==> src/rtl/run_detector_onehot_if.sv <==
// Bus bundle for run_detector_onehot: serial sample/control inputs plus
// the one-hot state and match/status outputs.
interface run_detector_onehot_if #(
  parameter int RUN_LEN = 2,
  parameter int CNT_W   = 8
);
  logic                 en;
  logic                 w;
  logic [1:0]           mode;
  logic [2*RUN_LEN:0]   state;
  logic                 z;
  logic                 match_pulse;
  logic [CNT_W-1:0]     det_count;
  logic                 err;

  modport master (
    output en, w, mode,
    input  state, z, match_pulse, det_count, err
  );

  modport slave (
    input  en, w, mode,
    output state, z, match_pulse, det_count, err
  );
endinterface

==> src/rtl/run_detector_onehot.sv <==
// One-hot run-length detector on serial input w: flags runs of RUN_LEN or more
// equal bits, with mode qualification, hold, entry pulse, saturating counter and
// illegal-state recovery.
module run_detector_onehot #(
  parameter int RUN_LEN = 2,
  parameter int CNT_W   = 8
) (
  input  logic                 clk,
  input  logic                 Reset,
  run_detector_onehot_if.slave bus
);
  localparam int N = RUN_LEN;
  localparam int W = 2 * N + 1;
  localparam logic [W-1:0] IDLE_VEC = W'(1);
  localparam logic [N-1:0] FIRST    = N'(1);
  localparam logic [N-1:0] TOP      = N'(1) << (N - 1);
  localparam logic [N-1:0] NONE     = '0;

  typedef enum logic [1:0] {ST_IDLE, ST_ZERO, ST_ONE, ST_BAD} kind_e;

  // state layout (msb..lsb): {O_N..O_1, Z_N..Z_1, IDLE}
  logic [W-1:0]     state_q, state_d;
  logic             pulse_q, pulse_d;
  logic [CNT_W-1:0] det_q;
  logic             err_q;
  logic             legal;
  kind_e            kind;
  logic [N-1:0]     zv, ov, zsh, osh;

  assign legal = $onehot(state_q);
  assign zv    = state_q[N:1];
  assign ov    = state_q[2*N:N+1];
  // advance one position within a run field; the last position self-loops
  assign zsh   = (zv << 1) | (zv & TOP);
  assign osh   = (ov << 1) | (ov & TOP);

  always_comb begin
    kind = ST_BAD;
    if (legal) begin
      if (state_q[0])  kind = ST_IDLE;
      else if (|zv)    kind = ST_ZERO;
      else             kind = ST_ONE;
    end
  end

  always_comb begin
    state_d = state_q;
    case (kind)
      ST_BAD:  state_d = IDLE_VEC;
      ST_IDLE: if (bus.en) state_d = bus.w ? {FIRST, NONE, 1'b0} : {NONE, FIRST, 1'b0};
      ST_ZERO: if (bus.en) state_d = bus.w ? {FIRST, NONE, 1'b0} : {NONE, zsh, 1'b0};
      ST_ONE:  if (bus.en) state_d = bus.w ? {osh, NONE, 1'b0}   : {NONE, FIRST, 1'b0};
      default: state_d = IDLE_VEC;
    endcase
  end

  // pulse only on entry from a different state, qualified by the mode at that edge
  always_comb begin
    pulse_d = bus.en & legal &
              ((state_d[N]   & ~state_q[N]   & ~bus.mode[1]) |
               (state_d[2*N] & ~state_q[2*N] & ~bus.mode[0]));
  end

  always_ff @(posedge clk) begin
    if (Reset) begin
      state_q <= IDLE_VEC;
      pulse_q <= 1'b0;
      det_q   <= '0;
      err_q   <= 1'b0;
    end else begin
      state_q <= state_d;
      pulse_q <= pulse_d;
      if (pulse_d && det_q != '1) det_q <= det_q + 1'b1;
      if (!legal) err_q <= 1'b1;
    end
  end

  assign bus.state       = state_q;
  assign bus.z           = legal & ((state_q[N] & ~bus.mode[1]) | (state_q[2*N] & ~bus.mode[0]));
  assign bus.match_pulse = pulse_q & legal;
  assign bus.det_count   = det_q;
  assign bus.err         = err_q;
endmodule

==> src/flat_wrapper.sv <==
// flat-port wrapper written by rule: the top's interface ports become plain ports
module run_detector_onehot_flat 
#(
  parameter int RUN_LEN = 2,
  parameter int CNT_W   = 8
)
  (clk, Reset, bus_en, bus_w, bus_mode, bus_state, bus_z, bus_match_pulse, bus_det_count, bus_err);
  run_detector_onehot_if #(.RUN_LEN(RUN_LEN), .CNT_W(CNT_W)) bus_i ();
  input  logic clk;
  input  logic Reset;
  input wire logic [$bits(bus_i.en)-1:0] bus_en;
  input wire logic [$bits(bus_i.w)-1:0] bus_w;
  input wire logic [$bits(bus_i.mode)-1:0] bus_mode;
  output wire logic [$bits(bus_i.state)-1:0] bus_state;
  output wire logic [$bits(bus_i.z)-1:0] bus_z;
  output wire logic [$bits(bus_i.match_pulse)-1:0] bus_match_pulse;
  output wire logic [$bits(bus_i.det_count)-1:0] bus_det_count;
  output wire logic [$bits(bus_i.err)-1:0] bus_err;
  assign bus_i.en = bus_en;
  assign bus_i.w = bus_w;
  assign bus_i.mode = bus_mode;
  assign bus_state = bus_i.state;
  assign bus_z = bus_i.z;
  assign bus_match_pulse = bus_i.match_pulse;
  assign bus_det_count = bus_i.det_count;
  assign bus_err = bus_i.err;
  run_detector_onehot #(.RUN_LEN(RUN_LEN), .CNT_W(CNT_W)) u_core (.clk(clk), .Reset(Reset), .bus(bus_i));
endmodule
==> config.mk <==
export PLATFORM = sky130hd
export DESIGN_NAME = run_detector_onehot_flat
export DESIGN_NICKNAME = d
export VERILOG_FILES = /design/src/rtl/run_detector_onehot_if.sv /design/src/rtl/run_detector_onehot.sv /design/src/flat_wrapper.sv
export SDC_FILE = /design/constraint.sdc
export NUM_CORES = 1
export LEC_CHECK = 0
export CORE_MARGIN = 2
export CORE_UTILIZATION = 40
export DETAILED_ROUTE_END_ITERATION = 12
export PLACE_DENSITY = 0.7
export SYNTH_ARGS = -nofsm -noshare
export SYNTH_HDL_FRONTEND = slang
export SYNTH_SLANG_ARGS = --single-unit
==> constraint.sdc <==
create_clock -name clk -period 2.4 [get_ports clk]
set_input_delay 0.48 -clock clk [delete_from_list [all_inputs] [get_ports clk]]
set_output_delay 0.48 -clock clk [all_outputs]
set_load 0.01 [all_outputs]
# After elaboration in Yosys (flattened, before gate mapping)

Index checks and enable logic that the tools add are counted.
W data, S select, Z words.

Flip-flop bits (word level): 15
Output and inout port bits: 16

Reduce and logical (&&, ||, !) cells: 4
Eq/ne operators: 8
Add/sub/neg operators: 5
Multiplexer cells: 10
Bitwise operators: 18

Operator list:

| operator              | number |
|---|---|
| $mux W5               | 4 |
| $pmux W5 S4           | 1 |
| $and A1 B1 Y1         | 10 |
| $add A8 B1 Y8 const B | 1 |
| $mux W4               | 2 |
| $ne A8 B8 Y1 const B  | 1 |
| $mux W2               | 3 |
| $ne A2 B2 Y1 const B  | 3 |
| $add A1 B1 Y2         | 2 |
| $eq A2 B2 Y1 const B  | 2 |
| $not A1 Y1            | 4 |
| $or A2 B2 Y2          | 2 |
| $add A3 B1 Y3         | 1 |
| $add A3 B3 Y3         | 1 |
| $eq A3 B1 Y1 const B  | 1 |
| $reduce_and A3 Y1     | 1 |
| $eq A2 B1 Y1 const B  | 1 |
| $logic_not A2 Y1      | 1 |
| $or A1 B1 Y1          | 2 |
| $reduce_or A2 Y1      | 1 |
| $logic_and A1 B1 Y1   | 1 |

# Longest topological paths before layout

Depth after elaboration: 12
Mapped depth: 8
Gate-level depth less buffers: 8

# Worst setup path after synthesis

OpenSTA, ideal clock, no wires.

Kind: register to register
Start: register u_core.state_q[2] (netlist: u_core.bus.state[2])
End: register u_core.det_q[3] (netlist: u_core.bus.det_count[3])
Arrival time: 2402 ps
Setup time: 71 ps
Data required time: 2329 ps
Cell stages (with the launch flop): 9
Path buffers: 0
Path slack: -73 ps
Cells stage by stage: dfxtp_1 ha_1 fa_1 inv_1 fa_1 nand3_1 a211o_1 or3_2 a21oi_1

Longest elaborated chain between the ends: 12
Elaborated cells on any way between the ends: 27

Ends and longest elaborated chain:

| item                                           | RTL line                                             | source |
|---|---|---|
| from (decl)                                    | run_detector_onehot.sv:22                            | `logic [W-1:0] state_q, state_d;` |
| from (signal assigned)                         | run_detector_onehot.sv:71                            | `state_q <= state_d;` |
| $add A1 B1 Y2 (not written as such)            | run_detector_onehot.sv:30                            | `assign legal = $onehot(state_q);` |
| $add A3 B3 Y3 (not written as such)            | run_detector_onehot.sv:30                            |  |
| $add A3 B1 Y3 (not written as such)            | run_detector_onehot.sv:30                            |  |
| $eq A3 B1 Y1                                   | run_detector_onehot.sv:30                            |  |
| $mux W2                                        | run_detector_onehot.sv:39                            | `if (legal) begin` |
| $eq A2 B2 Y1, or another cell as far along     | run_detector_onehot.sv:48                            | `case (kind)` |
| $pmux W5 S4                                    | run_detector_onehot.sv:48                            |  |
| $and A1 B1 Y1 (on tied branches) (2 in series) | run_detector_onehot.sv:60, run_detector_onehot.sv:61 |  |
| $or A1 B1 Y1                                   | run_detector_onehot.sv:60                            | `((state_d[N] & ~state_q[N] & ~bus.mode[1]) \|` |
| $and A1 B1 Y1 *                                | run_detector_onehot.sv:59                            | `pulse_d = bus.en & legal &` |
| $logic_and A1 B1 Y1 *                          | run_detector_onehot.sv:73                            | `if (pulse_d && det_q != '1) det_q <= det_q + 1'b1;` |
| to (signal assigned)                           | run_detector_onehot.sv:73                            |  |
| to (decl)                                      | run_detector_onehot.sv:24                            | `logic [CNT_W-1:0] det_q;` |

Mark *: on every way between the ends. The rest lies on a longest branch, timed or not. The select of a mux whose other input is x is not followed.
A chain may end at the register's enable or synchronous reset.

# Worst setup path in the final report

Start: register u_core.state_q[1] (netlist: u_core.bus.state[1])
End: output port bus_z

Longest elaborated chain between the ends: 5

Ends and longest elaborated chain:

| item                                | RTL line                  | source |
|---|---|---|
| $add A1 B1 Y2 (not written as such) | run_detector_onehot.sv:30 |  |
| $add A3 B3 Y3 (not written as such) | run_detector_onehot.sv:30 |  |
| $add A3 B1 Y3 (not written as such) | run_detector_onehot.sv:30 |  |
| $eq A3 B1 Y1                        | run_detector_onehot.sv:30 |  |
| $and A1 B1 Y1                       | run_detector_onehot.sv:79 | `assign bus.z = legal & ((state_q[N] & ~bus.mode[1]) \| (state_q[2*N] & ~bus.mode[0]));` |
| to (decl)                           | flat_wrapper.sv:15        | `output wire logic [$bits(bus_i.z)-1:0] bus_z;` |

Every way passes these cells.

==> results.cfg <==
[die]
rows = 16
core_um2 = 1960
die_area_um2 = 2480
die_w_um = 49.8
io_pins = 22
die_h_um = 49.8
start_util_pct = 42.8

[drt]
drt_drc_violations_left = 0
wl_per_cell_um = 14.9
wl_um = 2350
drt_iter0_markers = 23
vias = 857
first_pass_iters = 4
ant_nets = 0
viasPerCell = 5.46

[global_routing]
grt_use_total_pct = 20.3
grt_max_degree = 13
grt-busiest-layer = met2
met1_usage_pct = 27.5
grt_util_met2_pct = 32.0
grt_pass1_vias = 836
use_met3_pct = 2.73
grt_overflow = 0
grt_pass1_wl_um = 3820
grt_antenna_before_repair = 0

[clock_tree]
clk_latency_ns = 0.29
clkSlewWorstSetupHoldPaths_ns = 0.10
cts_tree = built
cts_buffers = 3
cts-root-buf = clkbuf_4
htreeDepth = 1
cts.sinks = 15
clockBufferDepth = 2

[status]
status = finished with violations
violations = setup timing

[finish]
syn2layout_area_growth_pct = 58.0
final_cells = 157
finalNetCount = 142
seqCellArea_um2 = 305
multi_input_area_um2 = 632
n_antenna_cell = 0
fillerInstances = 179
drive_gt1_share_pct = 40.0

[sta]
relSlewSlack_pct = 60.7
finalHoldViolCount = 0
post-route-min-period_ns = 2.59
fin_ws_ns = -0.190
rsz0062_at_grt = true
max_freq_ghz = 0.386
post-route-period-util_pct = 108
setup_viol = 8
finalClockSkew_ns = 0.00254
worst_pin_slew_ns = 0.590
whs_ns = 0.476
drv_slew = 0

[logic_synthesis]
syn_nets = 107
synth-async-reset-ratio_pct = 0
netlist-cell-type-count = 32
synth_area_leader_cell = dfxtp_1
syn_inst = 96
ys_ff_latch = 15
synth_top_area_share_pct = 35.8
syn_avg_cell_area_um2 = 8.75
yosysWarnings = 0
synth_edf_count = 0
yosys-top-cells-area = dfxtp_1 36%, a21oi_1 7.7%, nor2_1 4.9%, fa_1 4.8%, ha_1 4.5%
ys.flop_type = dfxtp_1
synth_seq_area_share_pct = 35.8
synth_area_um2 = 840

[power]
comb_power_share_pct = 61.1
p_leak_nw = 0.465
internal-power_mw = 0.723
power_switching_mw = 0.433
seq_power_share_pct = 25.6
vdd_drop_max_mv = 0.580
power_mw = 1.16
swShare_pct = 37.4
power_density_nw_per_um2 = 872
p_clk_share_pct = 13.2

[worst_hold_path]
hp-class = reg -> reg
hold_end = u_core.bus.err
holdCritStartpoint = u_core.bus.err
hold_depth = 2

[worst_setup_path]
r2r_slack_ns = -0.12
cp_data_arrival_time_ns = 2.11
crit_type = reg -> out
path_max_fanout = 3
crit-reg2reg-launch = u_core.bus.state[1]
setup.worst_path.start_class = flip-flop
r2r_end = u_core.bus.det_count[5]
required_ns = 1.92
reg2regPathDepth = 9
worstSetupEndpointType = output pin

[placement]
port_buffers = 21
dpl.hpwl_um = 1500
finalWeightedCongestion = 0.792
dp_slack_ns = -0.215
placedCellCount = 149

[flow_run]
maxCapViolCount = 0
-- registers in the layout, summed over array words and instances, names as in the netlist --
register              count
u_core.pulse_q            1
u_core.bus.det_count      8
u_core.bus.err            1
u_core.bus.state          5
-- cell usage after synthesis (3+ instances only) --
| library cell | number |
|---|---|
| nand3_1 | 5 |
| dfxtp_1 | 15 |
| nand2_1 | 4 |
| ha_1 | 3 |
| nor2_1 | 11 |
| inv_1 | 6 |
| or4_1 | 3 |
| o21ai_0 | 4 |
| a21oi_1 | 13 |
| o31ai_1 | 3 |
-- kinds of logic (layout without fill, tap and decap cells) --
logic type | Yosys count | after routing | share of synthesized area (%)
and+or+nand+nor | 39 | 39 | 28.2
AOI/OAI and AO/OA | 27 | 27 | 20.6
DFF | 15 | 15 | 35.8
buffers and inverters | 9 | 43 | 4.92
adders and majority gates | 5 | 5 | 9.24
muxes | 1 | 1 | 1.34
-- final cells by class --
class / count / area share [%]
clock inverters: 1 / 0.377
repair buffers: 33 / 23.0
inverters: 6 / 1.70
flip-flops and latches: 15 / 23.0
multi-input cells: 72 / 47.6
clock buffers: 3 / 1.70
well taps: 27 / 2.55
-- layout by cell type, fill, tap and decap left out, types with 3 or more instances in the layout --
cell type and n:
dfxtp_1 11, buf_6 4, o21ai_0 4, clkdlybuf4s50_1 19, buf_4 8, inv_1 5
nand2_1 4, clkbuf_4 3, nand3_1 3, a21oi_2 6, nor2_1 11, dfxtp_2 4
a21oi_1 6
-- what timing repair did --
item	4_1_cts	5_1_grt
gates resized for setup	22	17
pin swaps	11	14
setup endpoints to repair	8	15
cloned	0	0
buffers inserted	5	0
hold buffers	0	0
-- stage by stage --
stage | area, um2 | utilization [%] | TNS [ns]
after floorplan | 847 | - | 0
after global placement | 1130 | 57.7 | -0.407
after detailed placement | 1130 | 57.7 | -0.809
after CTS | 1250 | 63.6 | -0.998
after global routing | 1330 | 67.6 | -1.51
final | 1330 | 67.6 | -0.711
-- worst max-delay path, stage by stage, from the launching register on --
cell and delay (ns):
dfxtp_2 0.35, ha_4 0.24, fa_2 0.35, inv_2 0.06, fa_1 0.43, nand3_2 0.13
buf_6 0.10, a21oi_2 0.02, buf_2 0.13
-- worst max path at each step --
| stage | from | to |
|---|---|---|
| floorplan | u_core.bus.state[1] | u_core.bus.det_count[3] |
| global placement | u_core.bus.state[2] | bus_z |
| detailed placement | u_core.bus.state[2] | bus_match_pulse |
| CTS | u_core.bus.state[2] | bus_z |
| global route | u_core.bus.state[1] | bus_z |
| finish | u_core.bus.state[1] | bus_z |
-- power by group through the flow --
stage          clock [mW]  sequential (mW)  combinational (mW)
4_1_cts             0.157            0.296               0.612
3_3_place_gp            0            0.292               0.408
6_report            0.153            0.296               0.707
2_1_floorplan           0            0.322               0.200
3_5_place_dp            0            0.293               0.426
5_1_grt             0.162            0.298               0.767
-- routing by layer --
layer  share of wire [%]  wire (um)
met1                  44       1030
met2                  51       1200
met3                 2.5         58
met4                 2.2         52
met5                   0          0
Power figures use the tool's default switching activity.
